File: config.mk
export PLATFORM = sky130hd
export DESIGN_NAME = turn_phase_ctrl_flat
export DESIGN_NICKNAME = d
export VERILOG_FILES = /design/src/rtl/battleship_pkg.sv /design/src/rtl/turn_phase_ctrl_if.sv /design/src/rtl/swap_timer.sv /design/src/rtl/turn_phase_ctrl.sv /design/src/flat_wrapper.sv
export SDC_FILE = /design/constraint.sdc
export NUM_CORES = 1
export LEC_CHECK = 0
export BUFFER_PORTS_ARGS = -buffer_cell sky130_fd_sc_hd__buf_2
export CORE_MARGIN = 2
export CORE_UTILIZATION = 55
export DETAILED_ROUTE_END_ITERATION = 12
export PLACE_DENSITY = 0.75
export SYNTH_ARGS = -nofsm -noshare
export SYNTH_HDL_FRONTEND = slang
export SYNTH_SLANG_ARGS = --single-unit
export TNS_END_PERCENT = 5
File: constraint.sdc
create_clock -name clk -period 3.05 [get_ports clk]
set_input_delay 0.1525 -clock clk [delete_from_list [all_inputs] [get_ports clk]]
set_output_delay 0.1525 -clock clk [all_outputs]
set_load 0.1 [all_outputs]
File: src/rtl/battleship_pkg.sv
// Shared definitions for the Battleship game controller: FSM state encoding,
// player identifiers and the phase-flag decode used by the display.
package battleship_pkg;

    typedef logic [2:0] state_t;

    localparam state_t ST_IDLE     = 3'd0;
    localparam state_t ST_P1_PLACE = 3'd1;
    localparam state_t ST_P2_PLACE = 3'd2;
    localparam state_t ST_P1_FIRE  = 3'd3;
    localparam state_t ST_P2_FIRE  = 3'd4;
    localparam state_t ST_SWAP     = 3'd5;
    localparam state_t ST_OVER     = 3'd6;

    localparam logic PLAYER_1 = 1'b0;
    localparam logic PLAYER_2 = 1'b1;

    // Bit order {p1place, p2place, p1fire, p2fire}; all zero outside play phases.
    function automatic logic [3:0] phase_flags(input state_t s);
        logic [3:0] f;
        f = 4'b0000;
        case (s)
            ST_P1_PLACE: f = 4'b1000;
            ST_P2_PLACE: f = 4'b0100;
            ST_P1_FIRE:  f = 4'b0010;
            ST_P2_FIRE:  f = 4'b0001;
            default:     f = 4'b0000;
        endcase
        return f;
    endfunction

endpackage

File: src/rtl/turn_phase_ctrl_if.sv
// Control/status bundle between the game front end (buttons, board logic)
// and the turn/phase controller.
interface turn_phase_ctrl_if #(
    parameter int HIT_TARGET = 17
);
    localparam int HW = $clog2(HIT_TARGET + 1);

    logic          start;
    logic          place_ok;
    logic          fire_ok;
    logic          fire_hit;
    logic          p1place;
    logic          p2place;
    logic          p1fire;
    logic          p2fire;
    logic          swap_active;
    logic          game_over;
    logic          winner;
    logic [HW-1:0] p1_hits;
    logic [HW-1:0] p2_hits;

    modport master (
        output start, place_ok, fire_ok, fire_hit,
        input  p1place, p2place, p1fire, p2fire,
        input  swap_active, game_over, winner, p1_hits, p2_hits
    );

    modport slave (
        input  start, place_ok, fire_ok, fire_hit,
        output p1place, p2place, p1fire, p2fire,
        output swap_active, game_over, winner, p1_hits, p2_hits
    );

endinterface

File: src/rtl/swap_timer.sv
// Handover blank-interval timer: loads SWAP_CYCLES-1 and counts down to zero;
// done is high while the count sits at zero.
module swap_timer #(
    parameter int SWAP_CYCLES = 100_000_000
) (
    input  logic clk,
    input  logic rst_n,
    input  logic load,
    input  logic en,
    output logic done
);
    localparam int             CW       = (SWAP_CYCLES > 1) ? $clog2(SWAP_CYCLES) : 1;
    localparam logic [CW-1:0]  LOAD_VAL = CW'(SWAP_CYCLES - 1);

    logic [CW-1:0] count_reg;

    always_ff @(posedge clk or negedge rst_n) begin
        if (!rst_n) begin
            count_reg <= '0;
        end else if (load) begin
            count_reg <= LOAD_VAL;
        end else if (en && (count_reg != '0)) begin
            count_reg <= count_reg - 1'b1;
        end
    end

    assign done = (count_reg == '0);

endmodule

File: src/rtl/turn_phase_ctrl.sv
// Battleship phase sequencer: placement, alternating fire turns with a blank
// handover interval, and game-over with per-player ship and hit tracking.
module turn_phase_ctrl
    import battleship_pkg::*;
#(
    parameter int NUM_SHIPS   = 5,
    parameter int HIT_TARGET  = 17,
    parameter int SWAP_CYCLES = 100_000_000
) (
    input  logic              clk,
    input  logic              rst_n,
    turn_phase_ctrl_if.slave  bus
);
    localparam int            SW        = $clog2(NUM_SHIPS + 1);
    localparam int            HW        = $clog2(HIT_TARGET + 1);
    localparam logic [SW-1:0] SHIP_MAX  = SW'(NUM_SHIPS);
    localparam logic [SW-1:0] SHIP_LAST = SW'(NUM_SHIPS - 1);
    localparam logic [HW-1:0] HIT_MAX   = HW'(HIT_TARGET);
    localparam logic [HW-1:0] HIT_LAST  = HW'(HIT_TARGET - 1);

    state_t        state_reg, state_next;
    state_t        target_reg, target_next;
    logic [3:0]    flags_reg, flags_next;
    logic          swap_active_reg, swap_active_next;
    logic          game_over_reg, game_over_next;
    logic          winner_reg, winner_next;
    logic [1:0]    place_last;
    logic [1:0]    hit_last;
    logic          clear_counts;
    logic          swap_load;
    logic          swap_done;
    logic [HW-1:0] p1_hits_w, p2_hits_w;

    assign clear_counts = bus.start && ((state_reg == ST_IDLE) || (state_reg == ST_OVER));

    // Per-player ship and hit counters; index 0 is player 1, index 1 is player 2.
    for (genvar gi = 0; gi < 2; gi++) begin : g_player
        localparam state_t MY_PLACE = (gi == 0) ? ST_P1_PLACE : ST_P2_PLACE;
        localparam state_t MY_FIRE  = (gi == 0) ? ST_P1_FIRE  : ST_P2_FIRE;

        logic [SW-1:0] ships_reg;
        logic [HW-1:0] hits_reg;

        always_ff @(posedge clk or negedge rst_n) begin
            if (!rst_n) begin
                ships_reg <= '0;
                hits_reg  <= '0;
            end else if (clear_counts) begin
                ships_reg <= '0;
                hits_reg  <= '0;
            end else begin
                if ((state_reg == MY_PLACE) && bus.place_ok && (ships_reg < SHIP_MAX))
                    ships_reg <= ships_reg + 1'b1;
                if ((state_reg == MY_FIRE) && bus.fire_ok && bus.fire_hit && (hits_reg < HIT_MAX))
                    hits_reg <= hits_reg + 1'b1;
            end
        end

        assign place_last[gi] = (ships_reg == SHIP_LAST);
        assign hit_last[gi]   = (hits_reg == HIT_LAST);
    end

    assign p1_hits_w = g_player[0].hits_reg;
    assign p2_hits_w = g_player[1].hits_reg;

    swap_timer #(
        .SWAP_CYCLES(SWAP_CYCLES)
    ) u_swap_timer (
        .clk   (clk),
        .rst_n (rst_n),
        .load  (swap_load),
        .en    (state_reg == ST_SWAP),
        .done  (swap_done)
    );

    always_ff @(posedge clk or negedge rst_n) begin
        if (!rst_n) begin
            state_reg  <= ST_IDLE;
            target_reg <= ST_P1_PLACE;
        end else begin
            state_reg  <= state_next;
            target_reg <= target_next;
        end
    end

    always_comb begin
        state_next  = state_reg;
        target_next = target_reg;
        case (state_reg)
            ST_IDLE: begin
                if (bus.start) state_next = ST_P1_PLACE;
            end
            ST_P1_PLACE: begin
                if (bus.place_ok && place_last[0]) begin
                    state_next  = ST_SWAP;
                    target_next = ST_P2_PLACE;
                end
            end
            ST_P2_PLACE: begin
                if (bus.place_ok && place_last[1]) begin
                    state_next  = ST_SWAP;
                    target_next = ST_P1_FIRE;
                end
            end
            ST_P1_FIRE: begin
                if (bus.fire_ok) begin
                    if (bus.fire_hit && hit_last[0]) begin
                        state_next = ST_OVER;
                    end else begin
                        state_next  = ST_SWAP;
                        target_next = ST_P2_FIRE;
                    end
                end
            end
            ST_P2_FIRE: begin
                if (bus.fire_ok) begin
                    if (bus.fire_hit && hit_last[1]) begin
                        state_next = ST_OVER;
                    end else begin
                        state_next  = ST_SWAP;
                        target_next = ST_P1_FIRE;
                    end
                end
            end
            ST_SWAP: begin
                if (swap_done) state_next = target_reg;
            end
            ST_OVER: begin
                if (bus.start) state_next = ST_IDLE;
            end
            default: state_next = ST_IDLE;
        endcase
    end

    // Outputs are decoded from the upcoming state so they land with the state change.
    always_comb begin
        flags_next       = phase_flags(state_next);
        swap_active_next = (state_next == ST_SWAP);
        game_over_next   = (state_next == ST_OVER);
        swap_load        = (state_next == ST_SWAP) && (state_reg != ST_SWAP);
        winner_next      = winner_reg;
        if (state_next == ST_OVER) begin
            if (state_reg == ST_P1_FIRE) winner_next = PLAYER_1;
            if (state_reg == ST_P2_FIRE) winner_next = PLAYER_2;
        end else begin
            winner_next = PLAYER_1;
        end
    end

    always_ff @(posedge clk or negedge rst_n) begin
        if (!rst_n) begin
            flags_reg       <= 4'b0000;
            swap_active_reg <= 1'b0;
            game_over_reg   <= 1'b0;
            winner_reg      <= 1'b0;
        end else begin
            flags_reg       <= flags_next;
            swap_active_reg <= swap_active_next;
            game_over_reg   <= game_over_next;
            winner_reg      <= winner_next;
        end
    end

    assign bus.p1place     = flags_reg[3];
    assign bus.p2place     = flags_reg[2];
    assign bus.p1fire      = flags_reg[1];
    assign bus.p2fire      = flags_reg[0];
    assign bus.swap_active = swap_active_reg;
    assign bus.game_over   = game_over_reg;
    assign bus.winner      = winner_reg;
    assign bus.p1_hits     = p1_hits_w;
    assign bus.p2_hits     = p2_hits_w;

endmodule

File: src/flat_wrapper.sv
// flat-port wrapper written by rule: the top's interface ports become plain ports
module turn_phase_ctrl_flat import battleship_pkg::*;
#(
    parameter int NUM_SHIPS   = 5,
    parameter int HIT_TARGET  = 17,
    parameter int SWAP_CYCLES = 100_000_000
)
  (clk, rst_n, bus_start, bus_place_ok, bus_fire_ok, bus_fire_hit, bus_p1place, bus_p2place, bus_p1fire, bus_p2fire, bus_swap_active, bus_game_over, bus_winner, bus_p1_hits, bus_p2_hits);
  turn_phase_ctrl_if #(.HIT_TARGET(HIT_TARGET)) bus_i ();
  input  logic clk;
  input  logic rst_n;
  input wire logic [$bits(bus_i.start)-1:0] bus_start;
  input wire logic [$bits(bus_i.place_ok)-1:0] bus_place_ok;
  input wire logic [$bits(bus_i.fire_ok)-1:0] bus_fire_ok;
  input wire logic [$bits(bus_i.fire_hit)-1:0] bus_fire_hit;
  output wire logic [$bits(bus_i.p1place)-1:0] bus_p1place;
  output wire logic [$bits(bus_i.p2place)-1:0] bus_p2place;
  output wire logic [$bits(bus_i.p1fire)-1:0] bus_p1fire;
  output wire logic [$bits(bus_i.p2fire)-1:0] bus_p2fire;
  output wire logic [$bits(bus_i.swap_active)-1:0] bus_swap_active;
  output wire logic [$bits(bus_i.game_over)-1:0] bus_game_over;
  output wire logic [$bits(bus_i.winner)-1:0] bus_winner;
  output wire logic [$bits(bus_i.p1_hits)-1:0] bus_p1_hits;
  output wire logic [$bits(bus_i.p2_hits)-1:0] bus_p2_hits;
  assign bus_i.start = bus_start;
  assign bus_i.place_ok = bus_place_ok;
  assign bus_i.fire_ok = bus_fire_ok;
  assign bus_i.fire_hit = bus_fire_hit;
  assign bus_p1place = bus_i.p1place;
  assign bus_p2place = bus_i.p2place;
  assign bus_p1fire = bus_i.p1fire;
  assign bus_p2fire = bus_i.p2fire;
  assign bus_swap_active = bus_i.swap_active;
  assign bus_game_over = bus_i.game_over;
  assign bus_winner = bus_i.winner;
  assign bus_p1_hits = bus_i.p1_hits;
  assign bus_p2_hits = bus_i.p2_hits;
  turn_phase_ctrl #(.NUM_SHIPS(NUM_SHIPS), .HIT_TARGET(HIT_TARGET), .SWAP_CYCLES(SWAP_CYCLES)) u_core (.clk(clk), .rst_n(rst_n), .bus(bus_i));
endmodule
==> run metrics <==
worst skew pair latency=0.31 ns; GR Overflow Total=0; Max Fclk=376.2 MHz; RSZ-0062 raised after global routing=no; Clock transition at path regs=0.11 ns; switching share of power=44.11%; Worst path slowest cell=or4_1; GP Congestion=0.9067; post-route ant nets=0; largest net degree at the start of global routing=32; Rows=27; combinational group share of total power=39.8%; final number of max-transition violations=0; crit path time final=2.658 ns; vias in the first global route=2,331; final setup fails=0; crit-path max cell delay=0.66 ns; GRT Total Usage=21.75%; hold_sp=bus_place_ok; Worst Hold Endpoint=u_core.g_player[1].ships_reg[1]$_DFFE_PN0P_; Post-Route WL=6290 microns; post-route clock period utilization=87.14%; synthesized area per cell=9.494 sq um; worst path cell trace=or4_1 > or4_1 > nand2_1 > a211o_4 > o211ai_1; # IOs=23; Worst Path Arrival=2.84 ns; die footprint=0.006189 sq mm; RR Startpoint=u_core.u_swap_timer.count_reg[17]$_DFFE_PN0P_; Main synth FF type=dfrtp_1; post-synthesis cell type count=55; Vias/cell=5.731; first-pass GRT wire length=10,730 microns; CTS resizes=0; area growth from synthesis to layout=10.28%; Least-Margin Pin Slew=0.7256 ns; Ant. Diodes=0; synthesis-stage register bit count=56; Synth top area share=44.88%; Crit Path Category=reg2reg; Worst setup SP type=register; FF-to-FF End=u_core.u_swap_timer.count_reg[16]$_DFFE_PN0P_; DRC=0; Die W=78.67 microns; htree depth=2; Setup TNS Final=0 ns; crit-path max FO=22; share of layout cells above drive strength 1=14.77%; # nets final=367; max reg flops=27; antenna violations before repair=0; Synth area leader=dfrtp_1; CTS tree=yes; via count=2,430; hold crit path type=in2reg; Reg2Reg Setup Slack=0.39 ns; LEAKAGE=1.447 nW; Hold Fails Final Rpt=0; Final Skew=0.009411 ns; Power, Total=2.456 mW; Crit. End Element=register; Initial Utilization=56.38%; R2R cell count=5; max-cap violations=0; Final Worst Setup Slack=0.3921 ns; clock network fraction of design power=16.8%; number of synthesized flops with an enable pin=0; CTS Buffer Depth=2; most used cell along the critical path=or4_1; Switch Pwr=1.083 mW; final design utilization=62.18%; Post-Synthesis Net Count=339; Post-Syn Instances=323; CTS buffer count=5; Peak VDD IR=543.4 uV; part of the power in registers=43.3%; clock sink count=56; Hold WS=0.3080 ns; Slew HR=51.18%; filler instances=461; Post-synth ARST share=100.0%; sequential share of the synthesized area=45.74%; Yosys warnings=0; Mapped Area=0.003067 sq mm; status=finished, final reports clean; internal power=1.372 mW; initial DRC count=210; Post-DP HPWL=4422 microns; pre-CTS setup slack=0.4472 ns; Synth area leaders=dfrtp_1, xor2_1, ha_1, nand2_1, nor2_1; Buffers on Ports=22; die height=78.67 microns; routed length per instance=14.83 microns; Required @ worst endpoint=3.23 ns; Core Region=0.005439 sq mm; worst hold stages=4; Power per Cell Area=726.1 mW/mm^2; DRT Pass-1 Iters=4; root buffer cell=clkbuf_8
==> power groups by stage <==
| stage | clock network (mW) | registers [mW] | logic (mW) |
|---|---|---|---|
| after detailed placement | 0 | 1.08 | 0.978 |
| after floorplan | 0 | 1.21 | 0.613 |
| final | 0.413 | 1.06 | 0.978 |
| after global placement | 0 | 1.06 | 0.959 |
| after global routing | 0.450 | 1.09 | 1.07 |
| after CTS | 0.423 | 1.06 | 0.981 |
==> cells by family (layout without fill, tap and decap cells) <==
family          after synthesis  in the layout  share of synthesized area (%)
buf+inv                      28             57                          3.998
flops                        56             56                          45.74
compound gates               46             46                          10.77
xor+xnor                     27             27                          7.711
simple gates                154            154                          27.05
mux                           2              2                         0.6528
fa+ha+maj                    10             10                          4.080
==> repair_timing <==
action,4_1_cts,5_1_grt
endpoints found under the setup margin,0,0
hold buffers,1,0
buffers inserted,0,0
endpoints found under the hold margin,29,0
==> worst max path at each step <==
| stage | start | to | slack, ns | cells after the start |
|---|---|---|---|---|
| finish | u_core.u_swap_timer.count_reg[17]$_DFFE_PN0P_ | u_core.u_swap_timer.count_reg[16]$_DFFE_PN0P_ | 0.39 | 5 |
| global route | u_core.u_swap_timer.count_reg[9]$_DFFE_PN0P_ | u_core.u_swap_timer.count_reg[16]$_DFFE_PN0P_ | 0.29 | 6 |
| CTS | u_core.u_swap_timer.count_reg[17]$_DFFE_PN0P_ | u_core.u_swap_timer.count_reg[1]$_DFFE_PN0P_ | 0.42 | 5 |
| detailed placement | u_core.u_swap_timer.count_reg[17]$_DFFE_PN0P_ | u_core.u_swap_timer.count_reg[1]$_DFFE_PN0P_ | 0.45 | 5 |
| global placement | u_core.u_swap_timer.count_reg[17]$_DFFE_PN0P_ | u_core.u_swap_timer.count_reg[1]$_DFFE_PN0P_ | 0.49 | 5 |
| floorplan | u_core.bus.p2_hits[0]$_DFFE_PN0P_ | u_core.target_reg[1]$_DFFE_PN0P_ | 0.36 | 9 |
==> metrics by stage <==
stage               area [sq um]  instances
floorplan                   3067        323
global placement            3283        415
detailed placement          3283        415
CTS                         3382        424
global route                3382        424
finish                      3382        424
==> routing by layer <==
| layer | share of wire [%] | wire length (microns) | track usage [%] | up-vias |
|---|---|---|---|---|
| li1 | - | - | - | 1194 |
| met1 | 47 | 2957 | 29.52 | 1167 |
| met2 | 48 | 3006 | 35.56 | 60 |
| met3 | 3.7 | 233 | 3.448 | 9 |
| met4 | 1.5 | 92 | 7.544 | 0 |
| met5 | 0 | 0 | 0 | - |
==> synth_stat cells, drive strengths merged, types with 4 or more instances <==
cell    number
nand4        5
a21o         4
nor3        17
clkbuf       7
buf          6
nand2       33
inv         15
nand3       21
xor2        18
nor2        29
xnor2        9
a21oi       15
dfrtp       55
and3         8
nor3b        4
o21ai        8
nor4        10
a211oi       4
ha          10
==> layout make-up <==
| type | instances | area [sq um] | area share [%] |
|---|---|---|---|
| clock buffer | 6 | 72.57 | 2.146 |
| clock inverter | 2 | 16.27 | 0.4809 |
| inverter | 15 | 56.30 | 1.665 |
| multi-input combinational | 239 | 1541 | 45.58 |
| sequential | 56 | 1403 | 41.47 |
| tap | 72 | 90.09 | 2.664 |
| timing repair buffer | 34 | 202.7 | 5.993 |
==> layout by cell type, fill, tap and decap left out, types with 4 or more instances in the layout <==
cell type,n
dfrtp_1,55
nand2_1,32
nor2_1,29
buf_2,22
nand3_1,20
xor2_1,18
nor3_1,16
inv_1,15
a21oi_1,14
buf_4,11
nor4_1,10
ha_1,10
xnor2_1,9
and3_1,8
o21ai_0,7
nand4_1,5
clkbuf_8,5
nor3b_1,4
a21o_1,4
==> critical path: cells and delay by family (launching register included) <==
family | cells | cell delay [ns]
AO/OA/AOI/OAI | 2 | 0.46
flip-flops | 1 | 0.44
AND/OR/NAND/NOR | 3 | 1.63
(Power assumes the default switching activity.)
